<file path="src/rtl/kbd_fifo_port.sv">
// kbd_fifo_port
//   Memory-mapped keyboard byte buffer on the CPU's 8-bit bus. Bytes from the
//   PS/2 decoder enter a small FIFO; software reads the head through a 4-byte
//   register window and pops it with an explicit write. O_IRQ is a toggle line:
//   every level change is one interrupt request.
//
//   Register window (offset = I_ADDR[1:0]):
//     +0 DATA  R   FIFO head byte, 8'h00 when empty (no read side effects)
//     +1 STAT  R   {OVF, FULL, 2'b00, count[3:0]}
//              W   bit0 POP, bit1 CLEAR, bit7 clear OVF
//     +2 CTRL  R/W bit0 IE
//     +3 reserved, reads 8'h00
//
// Parameters:
//   BASE        window base address (low 2 bits ignored)
//   DEPTH_LOG2  FIFO depth = 2**DEPTH_LOG2
//
// Ports:
//   CLOCK, RESET_N        clock, asynchronous active-low reset
//   I_ADDR/I_DATA/I_WREN  CPU bus address, write data, write enable
//   O_DATA/O_HIT          combinational read data and window hit
//   I_KVALID/I_KDATA      one-cycle byte strobe from the PS/2 decoder
//   O_IRQ                 toggle-style interrupt request
//
// Build option:
//   KBD_FIFO_LOOPBACK_EN  when defined, a CPU write to +0 pushes I_DATA into
//                         the FIFO ahead of any keyboard byte in that cycle.

module kbd_fifo_port #(
    parameter logic [15:0] BASE       = 16'hFF00,
    parameter int          DEPTH_LOG2 = 3
) (
    input  logic        CLOCK,
    input  logic        RESET_N,
    input  logic [15:0] I_ADDR,
    input  logic [7:0]  I_DATA,
    input  logic        I_WREN,
    output logic [7:0]  O_DATA,
    output logic        O_HIT,
    input  logic        I_KVALID,
    input  logic [7:0]  I_KDATA,
    output logic        O_IRQ
);

    localparam int DEPTH = 1 << DEPTH_LOG2;
    localparam int CW    = DEPTH_LOG2 + 1;

    logic [7:0]            mem_q [DEPTH];
    logic [7:0]            mem_d [DEPTH];
    logic [DEPTH_LOG2-1:0] rd_ptr_q, rd_ptr_d;
    logic [DEPTH_LOG2-1:0] wr_ptr_q, wr_ptr_d;
    logic [CW-1:0]         count_q, count_d;
    logic                  ovf_q, ovf_d;
    logic                  ie_q, ie_d;
    logic                  irq_q, irq_d;

    logic [1:0]            off;
    logic                  wr_en;
    logic                  pop_req, clear_req, ovf_clr_req, ctrl_wr;
    logic                  cpu_push_req;
    logic                  do_pop;
    logic [CW-1:0]         free;
    logic                  cpu_ok, kbd_ok, drop;
    logic [1:0]            n_push;
    logic                  eff_push, eff_pop;
    logic                  irq_evt, ie_rise_evt;
    logic [DEPTH_LOG2-1:0] wp;
    logic                  full;
    logic [3:0]            cnt4;
    logic [7:0]            rd_data;

`ifndef KBD_FIFO_LOOPBACK_EN
    // Data bits 2..6 only carry payload in the loopback build.
    logic unused_wdata;
    assign unused_wdata = ^I_DATA[6:2];
`endif

    // Bus decode and write-request qualification.
    always_comb begin
        O_HIT       = (I_ADDR[15:2] == BASE[15:2]);
        off         = I_ADDR[1:0];
        wr_en       = I_WREN && O_HIT;
        pop_req     = wr_en && (off == 2'd1) && I_DATA[0];
        clear_req   = wr_en && (off == 2'd1) && I_DATA[1];
        ovf_clr_req = wr_en && (off == 2'd1) && I_DATA[7];
        ctrl_wr     = wr_en && (off == 2'd2);
`ifdef KBD_FIFO_LOOPBACK_EN
        cpu_push_req = wr_en && (off == 2'd0);
`else
        cpu_push_req = 1'b0;
`endif
    end

    // Next-state logic for the FIFO, flags and interrupt toggle.
    always_comb begin
        mem_d    = mem_q;
        rd_ptr_d = rd_ptr_q;
        wr_ptr_d = wr_ptr_q;
        count_d  = count_q;
        ovf_d    = ovf_q;
        ie_d     = ie_q;
        irq_d    = irq_q;
        wp       = wr_ptr_q;

        do_pop = pop_req && (count_q != '0);

        // A pop in the same cycle frees a slot for an incoming byte.
        free = CW'(DEPTH) - count_q + CW'(do_pop);

        // CPU loopback byte is stored first; the keyboard byte needs the next slot.
        cpu_ok = cpu_push_req && (free != '0);
        kbd_ok = I_KVALID && (cpu_ok ? (free > CW'(1)) : (free != '0));
        n_push = {1'b0, cpu_ok} + {1'b0, kbd_ok};

        // Bytes discarded by CLEAR are not overflow.
        drop = !clear_req && ((I_KVALID && !kbd_ok) || (cpu_push_req && !cpu_ok));

        if (clear_req) begin
            rd_ptr_d = '0;
            wr_ptr_d = '0;
            count_d  = '0;
        end else begin
            if (cpu_ok) begin
                mem_d[wp] = I_DATA;
                wp        = wp + 1'b1;
            end
            if (kbd_ok) begin
                mem_d[wp] = I_KDATA;
                wp        = wp + 1'b1;
            end
            wr_ptr_d = wp;
            rd_ptr_d = rd_ptr_q + DEPTH_LOG2'(do_pop);
            count_d  = count_q + CW'(n_push) - CW'(do_pop);
        end

        // Overflow set has priority over a software clear in the same cycle.
        if (drop) begin
            ovf_d = 1'b1;
        end else if (ovf_clr_req) begin
            ovf_d = 1'b0;
        end

        if (ctrl_wr) begin
            ie_d = I_DATA[0];
        end

        eff_push = !clear_req && (n_push != 2'd0);
        eff_pop  = !clear_req && do_pop;

        // Push into empty announces the first byte; a pop that leaves data
        // behind re-arms the request for the next byte. Push+pop is silent.
        irq_evt = ie_q && ((eff_push && !eff_pop && (count_q == '0)) ||
                           (eff_pop && !eff_push && (count_q > CW'(1))));

        // Enabling interrupts with data already buffered must not lose it.
        ie_rise_evt = ie_d && !ie_q && (count_d != '0);

        irq_d = irq_q ^ (irq_evt || ie_rise_evt);
    end

    always_ff @(posedge CLOCK or negedge RESET_N) begin
        if (!RESET_N) begin
            for (int i = 0; i < DEPTH; i++) begin
                mem_q[i] <= 8'h00;
            end
            rd_ptr_q <= '0;
            wr_ptr_q <= '0;
            count_q  <= '0;
            ovf_q    <= 1'b0;
            ie_q     <= 1'b0;
            irq_q    <= 1'b0;
        end else begin
            for (int i = 0; i < DEPTH; i++) begin
                mem_q[i] <= mem_d[i];
            end
            rd_ptr_q <= rd_ptr_d;
            wr_ptr_q <= wr_ptr_d;
            count_q  <= count_d;
            ovf_q    <= ovf_d;
            ie_q     <= ie_d;
            irq_q    <= irq_d;
        end
    end

    // Zero-latency read path, muxed into the CPU read bus with O_HIT.
    always_comb begin
        full    = (count_q == CW'(DEPTH));
        cnt4    = 4'(count_q);
        rd_data = 8'h00;
        case (off)
            2'd0: if (count_q != '0) rd_data = mem_q[rd_ptr_q];
            2'd1: rd_data = {ovf_q, full, 2'b00, cnt4};
            2'd2: rd_data = {7'b0000000, ie_q};
            default: rd_data = 8'h00;
        endcase
        O_DATA = O_HIT ? rd_data : 8'h00;
    end

    assign O_IRQ = irq_q;

endmodule

</file>
<file path="config.mk">
export PLATFORM = sky130hd
export DESIGN_NAME = kbd_fifo_port
export DESIGN_NICKNAME = d
export VERILOG_FILES = /design/src/rtl/kbd_fifo_port.sv
export SDC_FILE = /design/constraint.sdc
export NUM_CORES = 1
export LEC_CHECK = 0
export CORE_MARGIN = 5
export CORE_UTILIZATION = 45
export DETAILED_ROUTE_END_ITERATION = 7
export PLACE_DENSITY = 0.66
export SKIP_LAST_GASP = 1
export SYNTH_ARGS = -nofsm -noshare
export SYNTH_HDL_FRONTEND = slang
export SYNTH_SLANG_ARGS = --single-unit
</file>
<file path="constraint.sdc">
create_clock -name CLOCK -period 4.3 [get_ports CLOCK]
set_clock_uncertainty 0.05 [all_clocks]
set_input_delay 0.86 -clock CLOCK [delete_from_list [all_inputs] [get_ports CLOCK]]
set_output_delay 0.86 -clock CLOCK [all_outputs]
set_load 0.01 [all_outputs]
</file>
==> metrics.md <==
| Metric | Value |
|---|---|
| Status | `finished, final reports clean` |
| CTS sink count | `77` |
| Placement Setup Slack | `-301.3 ps` |
| Post-Place Cells | `450` |
| Setup WS post-layout | `just under 200 ps` |
| Ys async rst share | `between 90% and 100%` |
| Post-Syn Nets | `334` |
| Placement row count | `34` |
| Min Tclk post-route | `4107 ps` |
| Synth Instances | `287` |
| Clk_lat worst skew | `340 ps` |
| Synth top cells by count | `dfrtp_1, mux2_1, mux2_4, nor2_1, mux4_2` |
| First DRT Iteration DRCs | `78` |
| Sequential area share after synthesis | `a little under half` |
| Reg2reg setup slack | `~1100 ps` |
| Final Max Tran Viols | `0` |
| Startpoint types | `primary input` |
| Congestion Overflow GR | `0` |
| CP Data Required Time | `4480 ps` |
| Final setup vio count | `0` |
| Residual DRC count | `0` |
| Synth Register Bits | `77` |
| Slew Limit Headroom | `36.02%` |
| Routability congestion estimate | `0.7931` |
| Htree depth | `3` |
| Pwr/cell area | `around 610 mW/mm^2` |
| TritonCTS Buffers | `9` |
| PnR Total Power | `3.058 mW` |
| Final core utilization | `57.30%` |
| Crit-path slowest cell | `nor3_2` |
| Post-CTS setup buffers | `0` |
| Fmax | `243.5 MHz` |
| Die width | `104.6 um` |
| Vias per Instance | `5.307` |
| Crit Path Class | `in -> reg` |
| CP max stage delay | `670 ps` |
| Synth Flop Type | `dfrtp_1` |
| WL per Instance | `18.17 um` |
| Share of cells above drive strength 1 | `28.77%` |
| DRT Pass-1 Iters | `4` |
| Critical path buffers and inverters | `2` |
| Post-DP HPWL | `6.044 mm` |
| Area leader, netlist | `dfrtp_1` |
| Synth warn | `0` |
| HP Class | `reg -> reg` |
| CTS tree | `yes` |
| Antenna violation net count after detailed routing | `0` |
| Number of max-cap violations | `0` |
| Capturing element type of the critical path | `flop` |
| Synth top area share | `47.84%` |
| Actual slew at the worst max-slew pin | `959.7 ps` |
| Via count | `between 2000 and 2500` |
| CTS Buffer Depth | `2` |
| Post-synth EDFFs | `0` |
| CP top delay family | `simple AND/OR/NAND/NOR gates` |
| Post-route setup TNS | `0 ps` |
| Initial Utilization | `a little under half` |
| Crit path arrival time | `4280 ps` |
| WL final | `8.468 mm` |
| Hold-fix buffers at CTS | `0` |
| Peak supply drop | `349.3 uV` |
| Core region area | `0.008721 mm^2` |
| Post-route insts no fill | `approximately 470` |
| Worst-path clk slew | `80 ps` |
| Worst-path cell chain | `clkdlybuf4s50_1 > or4_1 > nor4_4 > and3_4 > nand3_1 > ha_1 > inv_1 > ha_1 > xor2_1 > nand3b_1 > o21a_1 > nand3_2 > nor3_2 > mux2_1` |
| Global-route wire length before repair | `about 15 mm` |
| Most instantiated library cell after synthesis | `dfrtp_1` |
| Hold Vio Cnt, Final | `0` |
| Nets | `400` |
| IO Port Bufs | `40` |
| CTS Root Cell | `clkbuf_8` |
| Vias in the first global route | `2708` |
| # IOs | `46` |
| Cell Area, Synth | `0.004028 mm^2` |
| Area of the die | `0.01094 mm^2` |
| RSZ-0062 raised after global routing | `true` |
| Die height | `104.6 um` |
| Initial antenna violation count | `0` |
| Area delta synth->final | `24.08%` |
| N_diodes | `0` |
| Largest net degree at the start of global routing | `78` |
| Worst Path Max Fanout | `8` |
| Period utilization | `95.52%` |
| LEAKAGE | `2.103 nW` |
| Syn avg cell area | `14.03 um^2` |
| PostCTS Resize Cnt | `0` |
| Netlist cell types | `48` |
| GR Util All Layers | `approximately 17%` |
| CP dominant cell by count | `ha_1` |
| Most area-consuming cells after synthesis | `dfrtp_1, mux2_4, mux2_1` |
==> cells by family (layout without fill, tap and decap cells) <==
logic type                 Yosys count  count (layout)  share of synthesized area [%]
xor gates and xnor gates             9               9                          1.957
buffers and inverters               16              87                          1.833
muxes                               90              90                          31.87
and+or+nand+nor                     68              68                          10.38
adders and majority gates           11              11                          3.604
AOI/OAI and AO/OA                   16              16                          2.516
DFF                                 77              77                          47.84
==> metal layers <==
metal  share of wire (%)  GRT usage, %  up-vias
met5                   0             0        -
met4                 1.0         4.475        0
met1                  45         22.13     1236
li1                    -             -     1175
met2                  49         27.92       56
met3                 5.4         4.747        6
==> stage by stage <==
stage,hold WS [ps],area [um^2]
final,432.4,4997
after global routing,451.7,4997
after CTS,439.0,4969
after detailed placement,420.7,4743
after global placement,413.0,4743
after floorplan,402.4,4028
==> cell usage in the layout (no fill, tap or decap), types with 5 or more instances in the layout <==
cell type         n
nand2_1          10
mux2i_1           9
mux2_4           27
xnor2_1           6
nor2b_1           5
mux2_1           34
nor2_1           20
clkdlybuf4s50_1  39
clkbuf_8         11
nor2_4            5
dfrtp_1          77
ha_1             10
inv_1             6
a21oi_1           5
mux4_2           16
buf_4            21
==> sequential cells by signal, indices dropped and copies added (netlist names) <==
register	cells
O_IRQ	1
cnt4	4
ie_q	1
mem_q	64
ovf_q	1
rd_ptr_q	3
wr_ptr_q	3
==> worst paths after layout <==
| path | from | endpoint | depth (start not counted) |
|---|---|---|---|
| worst max-delay path | I_ADDR[5] | mem_q[25] | 14 |
| min in group asynchronous | RESET_N | mem_q[45] | 1 |
| worst min register to register | mem_q[13] | mem_q[13] | 1 |
| worst min-delay path | mem_q[13] | mem_q[13] | 1 |
| max in group asynchronous | RESET_N | mem_q[38] | 1 |
| worst max register to register | cnt4[2] | mem_q[25] | 13 |
==> layout make-up <==
class / count / area (um^2)
Clock inverter: 4 / 70.07
Clock buffer: 12 / 155.1
Inverter: 7 / 26.28
Timing Repair Buffer: 64 / 628.1
Sequential cell: 77 / 1927
Multi-Input combinational cell: 194 / 2056
Tap cell: 108 / 135.1
Fill cell: 701 / 3724
==> power by group <==
group / leakage, nW / internal, mW / total, mW / switching (mW)
Combinational: 1.06 / 0.719 / 1.18 / 0.462
Sequential: 0.932 / 1.07 / 1.27 / 0.198
Clock: 0.116 / 0.357 / 0.608 / 0.251
Total: 2.10 / 2.15 / 3.06 / 0.911
No activity file was read; power rests on OpenSTA's default activity.
